==> src/rtl/ahfp_cordic_iter.sv <==
// rtl/ahfp_cordic_iter.sv - iterative single-precision floating-point CORDIC engine
//
// ahfp_add_sub     : combinational IEEE-754 single adder, result = dataa + datab.
//                    Round-to-nearest-even; denormal operands and underflowing
//                    results are flushed to zero; overflow saturates to Inf.
// ahfp_cordic_iter : rotation (mode 0) / vectoring (mode 1) CORDIC that reuses one
//                    adder per coordinate for every micro-rotation.
//   clk, reset      : rising-edge clock, asynchronous active-high reset
//   start, mode     : request and mode, sampled only while idle
//   x_in/y_in/z_in  : single-precision operands, captured with start
//   busy, done      : busy from acceptance to completion; done is a one-cycle pulse
//   x_out/y_out/z_out : registered results (carry the CORDIC gain), held until next done

module ahfp_add_sub (
    input  logic [31:0] dataa,
    input  logic [31:0] datab,
    output logic [31:0] result
);
    logic        a_big, sa, sb, sticky, found, rnd;
    logic [7:0]  ea, eb, d8;
    logic [26:0] ma, mb, mb_sh, norm;
    logic [27:0] sum;
    logic [4:0]  lz;
    logic [9:0]  ex;
    logic [24:0] mr;

    always_comb begin
        // Order operands by magnitude so the aligned one is never the larger.
        a_big = dataa[30:0] >= datab[30:0];
        sa    = a_big ? dataa[31] : datab[31];
        sb    = a_big ? datab[31] : dataa[31];
        ea    = a_big ? dataa[30:23] : datab[30:23];
        eb    = a_big ? datab[30:23] : dataa[30:23];
        ma    = (ea == 8'd0) ? 27'd0 : {1'b1, (a_big ? dataa[22:0] : datab[22:0]), 3'b000};
        mb    = (eb == 8'd0) ? 27'd0 : {1'b1, (a_big ? datab[22:0] : dataa[22:0]), 3'b000};
        d8    = ea - eb;

        // Alignment keeps guard/round bits plus a sticky OR of everything shifted out.
        if (d8 > 8'd26) begin
            mb_sh  = 27'd0;
            sticky = |mb;
        end else begin
            mb_sh  = mb >> d8;
            sticky = |(mb & ~(27'h7FFFFFF << d8));
        end
        mb_sh[0] = mb_sh[0] | sticky;

        sum = (sa ^ sb) ? ({1'b0, ma} - {1'b0, mb_sh}) : ({1'b0, ma} + {1'b0, mb_sh});

        lz    = 5'd0;
        found = 1'b0;
        for (int k = 26; k >= 0; k--) begin
            if (!found) begin
                if (sum[k]) found = 1'b1;
                else        lz    = lz + 5'd1;
            end
        end

        ex = {2'b00, ea};
        if (sum[27]) begin
            norm = sum[27:1] | {26'd0, sum[0]};
            ex   = ex + 10'd1;
        end else begin
            norm = sum[26:0] << lz;
            ex   = ex - {5'd0, lz};
        end

        rnd = norm[2] & (norm[1] | norm[0] | norm[3]);
        mr  = {1'b0, norm[26:3]} + {24'd0, rnd};
        if (mr[24]) begin
            mr = mr >> 1;
            ex = ex + 10'd1;
        end

        // A clear hidden bit only happens for an exactly-zero sum: return +0.
        if (!mr[23])
            result = 32'd0;
        else if (ex[9] || (ex == 10'd0))
            result = {sa, 31'd0};
        else if (ex[8:0] >= 9'd255)
            result = {sa, 8'hFF, 23'd0};
        else
            result = {sa, ex[7:0], mr[22:0]};
    end
endmodule

module ahfp_cordic_iter #(
    parameter int N         = 10,
    parameter int QUAD_CORR = 1
) (
    input  logic        clk,
    input  logic        reset,
    input  logic        start,
    input  logic        mode,
    input  logic [31:0] x_in,
    input  logic [31:0] y_in,
    input  logic [31:0] z_in,
    output logic        busy,
    output logic        done,
    output logic [31:0] x_out,
    output logic [31:0] y_out,
    output logic [31:0] z_out
);
    typedef enum logic [1:0] {S_IDLE, S_PRE, S_ITER, S_DONE} state_t;

    localparam logic [31:0] HALF_PI = 32'h3FC90FDB;
    localparam logic [3:0]  I_LAST  = 4'(N - 1);

    state_t      state_q, state_d;
    logic [31:0] x_q, x_d, y_q, y_d, z_q, z_d;
    logic [31:0] xo_q, xo_d, yo_q, yo_d, zo_q, zo_d;
    logic        mode_q, mode_d;
    logic [3:0]  i_q, i_d;

    logic [31:0] x_sh, y_sh, x_b, y_b, z_b, x_sum, y_sum, z_sum;
    logic [30:0] atan_mag;
    logic        dir, rot_ccw, rot_cw;

    // Multiply by 2^-sh via the exponent; anything that would reach exponent 0
    // (including zero and denormal operands) becomes +0 instead of wrapping.
    function automatic logic [31:0] scale(input logic [31:0] v, input logic [3:0] sh);
        if (v[30:23] <= {4'd0, sh})
            return 32'd0;
        return {v[31], v[30:23] - {4'd0, sh}, v[22:0]};
    endfunction

    always_comb begin
        case (i_q)
            4'd0:    atan_mag = 31'h3F490FDB;
            4'd1:    atan_mag = 31'h3EED6338;
            4'd2:    atan_mag = 31'h3E7ADBB0;
            4'd3:    atan_mag = 31'h3DFEADD5;
            4'd4:    atan_mag = 31'h3D7FAADE;
            4'd5:    atan_mag = 31'h3CFFEAAE;
            4'd6:    atan_mag = 31'h3C7FFAAB;
            4'd7:    atan_mag = 31'h3BFFFEAB;
            4'd8:    atan_mag = 31'h3B7FFFAB;
            4'd9:    atan_mag = 31'h3AFFFFEB;
            4'd10:   atan_mag = 31'h3A7FFFFB;
            4'd11:   atan_mag = 31'h39FFFFFF;
            default: atan_mag = {8'd127 - {4'd0, i_q}, 23'd0};
        endcase
    end

    // ccw: (x,y,z) <- (-y, x, z - pi/2); cw: (x,y,z) <- (y, -x, z + pi/2).
    always_comb begin
        rot_ccw = 1'b0;
        rot_cw  = 1'b0;
        if (QUAD_CORR != 0) begin
            if (!mode_q) begin
                rot_ccw = !z_q[31] && (z_q[30:0] > HALF_PI[30:0]);
                rot_cw  =  z_q[31] && (z_q[30:0] > HALF_PI[30:0]);
            end else begin
                rot_cw  = x_q[31] && !y_q[31];
                rot_ccw = x_q[31] &&  y_q[31];
            end
        end
    end

    assign dir  = mode_q ? y_q[31] : ~z_q[31];
    assign x_sh = scale(x_q, i_q);
    assign y_sh = scale(y_q, i_q);
    assign x_b  = dir ? {~y_sh[31], y_sh[30:0]} : y_sh;
    assign y_b  = dir ? x_sh : {~x_sh[31], x_sh[30:0]};
    // During PRE the z adder applies the quadrant offset rather than an atan step.
    assign z_b  = (state_q == S_PRE) ? {rot_ccw, HALF_PI[30:0]} : {dir, atan_mag};

    ahfp_add_sub u_add_x (.dataa(x_q), .datab(x_b), .result(x_sum));
    ahfp_add_sub u_add_y (.dataa(y_q), .datab(y_b), .result(y_sum));
    ahfp_add_sub u_add_z (.dataa(z_q), .datab(z_b), .result(z_sum));

    always_ff @(posedge clk or posedge reset) begin
        if (reset) begin
            state_q <= S_IDLE;
            x_q     <= 32'd0;
            y_q     <= 32'd0;
            z_q     <= 32'd0;
            xo_q    <= 32'd0;
            yo_q    <= 32'd0;
            zo_q    <= 32'd0;
            mode_q  <= 1'b0;
            i_q     <= 4'd0;
        end else begin
            state_q <= state_d;
            x_q     <= x_d;
            y_q     <= y_d;
            z_q     <= z_d;
            xo_q    <= xo_d;
            yo_q    <= yo_d;
            zo_q    <= zo_d;
            mode_q  <= mode_d;
            i_q     <= i_d;
        end
    end

    always_comb begin
        state_d = state_q;
        case (state_q)
            S_IDLE:  if (start) state_d = S_PRE;
            S_PRE:   state_d = S_ITER;
            S_ITER:  if (i_q == I_LAST) state_d = S_DONE;
            default: state_d = S_IDLE;
        endcase
    end

    always_comb begin
        x_d    = x_q;
        y_d    = y_q;
        z_d    = z_q;
        xo_d   = xo_q;
        yo_d   = yo_q;
        zo_d   = zo_q;
        mode_d = mode_q;
        i_d    = i_q;
        case (state_q)
            S_IDLE: begin
                if (start) begin
                    x_d    = x_in;
                    y_d    = y_in;
                    z_d    = z_in;
                    mode_d = mode;
                end
            end
            S_PRE: begin
                if (rot_ccw) begin
                    x_d = {~y_q[31], y_q[30:0]};
                    y_d = x_q;
                    z_d = z_sum;
                end else if (rot_cw) begin
                    x_d = y_q;
                    y_d = {~x_q[31], x_q[30:0]};
                    z_d = z_sum;
                end
                i_d = 4'd0;
            end
            S_ITER: begin
                x_d = x_sum;
                y_d = y_sum;
                z_d = z_sum;
                i_d = i_q + 4'd1;
                if (i_q == I_LAST) begin
                    xo_d = x_sum;
                    yo_d = y_sum;
                    zo_d = z_sum;
                end
            end
            default: ;
        endcase
    end

    always_comb begin
        busy  = (state_q != S_IDLE);
        done  = (state_q == S_DONE);
        x_out = xo_q;
        y_out = yo_q;
        z_out = zo_q;
    end
endmodule
==> config.mk <==
export PLATFORM = sky130hd
export DESIGN_NAME = ahfp_cordic_iter
export DESIGN_NICKNAME = d
export VERILOG_FILES = /design/src/rtl/ahfp_cordic_iter.sv
export SDC_FILE = /design/constraint.sdc
export NUM_CORES = 2
export LEC_CHECK = 0
export BUFFER_PORTS_ARGS = -buffer_cell sky130_fd_sc_hd__buf_2
export CORE_UTILIZATION = 50
export DETAILED_ROUTE_END_ITERATION = 7
export PLACE_DENSITY = 0.65
export REMOVE_ABC_BUFFERS = 1
export SLEW_MARGIN = 20
export SYNTH_ARGS = -nofsm -noshare
export SYNTH_HDL_FRONTEND = slang
export SYNTH_SLANG_ARGS = --single-unit
==> constraint.sdc <==
create_clock -name clk -period 46.1 [get_ports clk]
set_input_delay 2.305 -clock clk [delete_from_list [all_inputs] [get_ports clk]]
set_output_delay 2.305 -clock clk [all_outputs]
set_load 0.02 [all_outputs]
==> reports/metrics.csv <==
stage,metric,value,unit
floorplanning,rows,116,
placement,hpwl,182000,um
clock_network,cts_sinks,199,
logic_synthesis,synth_edf_count,0,
logic_synthesis,synth_cell_types,150,
critical_path,slowest_stage,nand2_1,
routing,routedWlPerCell,26.3,um
routing,first_iter_violations,8951,
sta,maxSlewViolCount,0,
grt,antenna_found_initial,9,
flow_run,max_cap_viol_count,0,
floorplanning,floorplan.initialDensity,0.508,
worst_hold_path,hold_start,y_out[27]$_DFFE_PP0P_,
clock_network,clockBufferDepth,2,
run_status,status,completed,
critical_path,reg2reg_slack,10370,ps
worst_hold_path,hp-class,flip-flop to flip-flop,
logic_synthesis,ys_seq_area_frac,0.0975,
floorplanning,ios,198,
grt,grt_max_degree,89,
logic_synthesis,synth_top_area_frac,0.0975,
cells_and_area,syn_to_final_growth,5.32,%
logic_synthesis,synth_common_cells,"nand2_1 (972), nor2_1 (857), a21oi_1 (639), o21ai_0 (485), clkbuf_1 (379)",
critical_path,reg2regPathDepth,149,
logic_synthesis,synth_top_flop_cell,dfrtp_1,
clock_network,hold_buffers,0,
routing,drtAntennaViolNets,0,
logic_synthesis,async_flop_share,1.00,
logic_synthesis,ys_top_cells_by_area,"dfrtp_1 (9.8%), nand2_1 (7.1%), ha_1 (7.1%)",
placement,portBuffers,197,
grt,grt_usage,0.431,
routing,routed_wirelength,233000,um
logic_synthesis,synth_top_area_cell,dfrtp_1,
floorplanning,die-area,0.103,mm^2
routing,drt-pass1-iter-count,8,
cells_and_area,instances_no_fill,8851,
clock_network,cts.htree.levels,4,
clock_network,cts_root_buffer,clkbuf_16,
sta,slew_headroom,0.181,
sta,fmax,28.0,MHz
sta,finalSetupViolations,0,
worst_hold_path,worstHoldPathCells,2,
placement,place.gp.congestion,1.06,
logic_synthesis,avgSynthCellArea,6.71,um^2
sta,layout_min_cycle_time,35730,ps
routing,drc_errors,0,
cells_and_area,drive_above_1_share,0.0998,
clock_network,clk_pin_slew,90,ps
clock_network,cts_buffers,17,
critical_path,critPathKind,flip-flop to flip-flop,
routing,drt-vias-per-instance,6.99,
logic_synthesis,yosys_register_bits,199,
placement,dpl.cell_count,8813,
logic_synthesis,synthCells,7608,
clock_network,clock_latency,550,ps
critical_path,path_delay_family,simple AND/OR/NAND/NOR gates,
placement,dp_slack,11320,ps
logic_synthesis,yosys_warnings,0,
critical_path,start_kind,flip-flop,
grt,grt_pass1_vias,55111,
floorplanning,die_h,322,um
grt,grt_pass1_wl,345000,um
floorplanning,die_w,322,um
sta,rsz0062_at_grt,no,
worst_hold_path,min_to,y_out[27]$_DFFE_PP0P_,
grt,overflow,0,
logic_synthesis,syn-cell-area,0.0511,mm^2
critical_path,cp_data_arrival_time,36170,ps
critical_path,cp_data_required_time,46540,ps
sta,worstMarginPinSlew,1220,ps
sta,min_period_over_period,0.775,
critical_path,max_stage_delay,910,ps
clock_network,cts_tree,done,
clock_network,cts_setup_buffers,0,
sta,setup_tns,0,ps
sta,fin_skew,26.3,ps
clock_network,cts.repair.resized,0,
critical_path,end_kind,flip-flop,
floorplanning,core_region_area,0.101,mm^2
sta,setup_ws,10370,ps
logic_synthesis,yosysMostFrequentCell,nand2_1,
critical_path,cp_max_fo,38,
critical_path,r2r_end,x_q[4]$_DFFE_PP0P_,
critical_path,worst-path-buf-inv,11,
critical_path,r2r-start,y_q[23]$_DFFE_PP0P_,
sta,finalHoldViolations,0,
routing,num_vias,61831,
critical_path,critPathMostFrequentCell,ha_1,
cells_and_area,nets,7868,
[worst min-delay path, cell delays in order, from the launching register on]
cell	delay (ps)
dfrtp_1	350
nand2_1	50
nand2_1	40
[worst max path at each step]
stage	from	endpoint	slack (ps)	depth (start not counted)
6_report	y_q[23]$_DFFE_PP0P_	x_q[4]$_DFFE_PP0P_	10370	149
5_1_grt	i_q[2]$_DFFE_PP0N_	x_q[4]$_DFFE_PP0P_	8090	147
4_1_cts	state_q[1]$_DFFE_PP0P_	z_q[7]$_DFFE_PP0P_	11140	139
3_5_place_dp	state_q[1]$_DFFE_PP0P_	z_q[7]$_DFFE_PP0P_	11320	139
3_3_place_gp	i_q[2]$_DFFE_PP0N_	x_q[20]$_DFFE_PP0P_	11810	147
2_1_floorplan	y_q[23]$_DFFE_PP0P_	x_q[20]$_DFFE_PP0P_	11960	148
[cell usage in the layout, fill, tap and decap left out, types with 142 or more instances in the layout]
master	instances
mux2i_1	240
nor3_1	291
buf_4	159
xnor2_1	188
nand2_1	969
nor2_1	856
inv_1	193
o21ai_0	482
ha_1	284
nand3_1	259
buf_2	197
a21oi_1	639
xor2_1	142
dfrtp_1	199
[cell type report]
type / instances / area (um^2)
Clock buffer: 18 / 429
Fill cell: 10269 / 46800
Clock inverter: 14 / 175
Antenna cell: 6 / 15.0
Inverter: 205 / 777
Timing Repair Buffer: 356 / 2180
Multi-Input combinational cell: 6696 / 43500
Tap cell: 1357 / 1700
Sequential cell: 199 / 4980
[flip-flops by register name, indices dropped and copies added, names as in the netlist]
name and cells:
state_q 2, mode_q 1, y_out 32, y_q 32, x_q 32, z_q 32, z_out 32, i_q 4
x_out 32
[through the flow]
step	hold WS (ps)	util	instance area (um^2)
after global routing	494	0.535	53800
after global placement	447	0.528	53100
after CTS	471	0.534	53700
final	464	0.535	53800
after floorplan	545	-	49000
after detailed placement	451	0.528	53100
[logic make-up (layout without fill, tap and decap cells)]
| group | count (synthesis) | count (layout) | share of synthesized area |
|---|---|---|---|
| AO/OA/AOI/OAI | 2392 | 2392 | 0.312 |
| adder cells (fa/ha/maj) | 303 | 303 | 0.0745 |
| AND/OR/NAND/NOR | 3260 | 3260 | 0.307 |
| buffers and inverters | 713 | 593 | 0.0556 |
| XOR/XNOR | 372 | 372 | 0.0720 |
| flip-flops | 199 | 199 | 0.0975 |
| other | 1 | 7 | 0.0000734 |
| multiplexers | 368 | 368 | 0.0814 |
[metal layers]
| metal | global-route usage | routed length (um) |
|---|---|---|
| met5 | 0 | 77 |
| met4 | 0.223 | 13500 |
| met3 | 0.106 | 28700 |
| met2 | 0.640 | 97400 |
| met1 | 0.573 | 93400 |
Power is left out: the tool's default activity adds up to more than one toggle a clock period on the data nets, which glitch-free logic cannot reach.
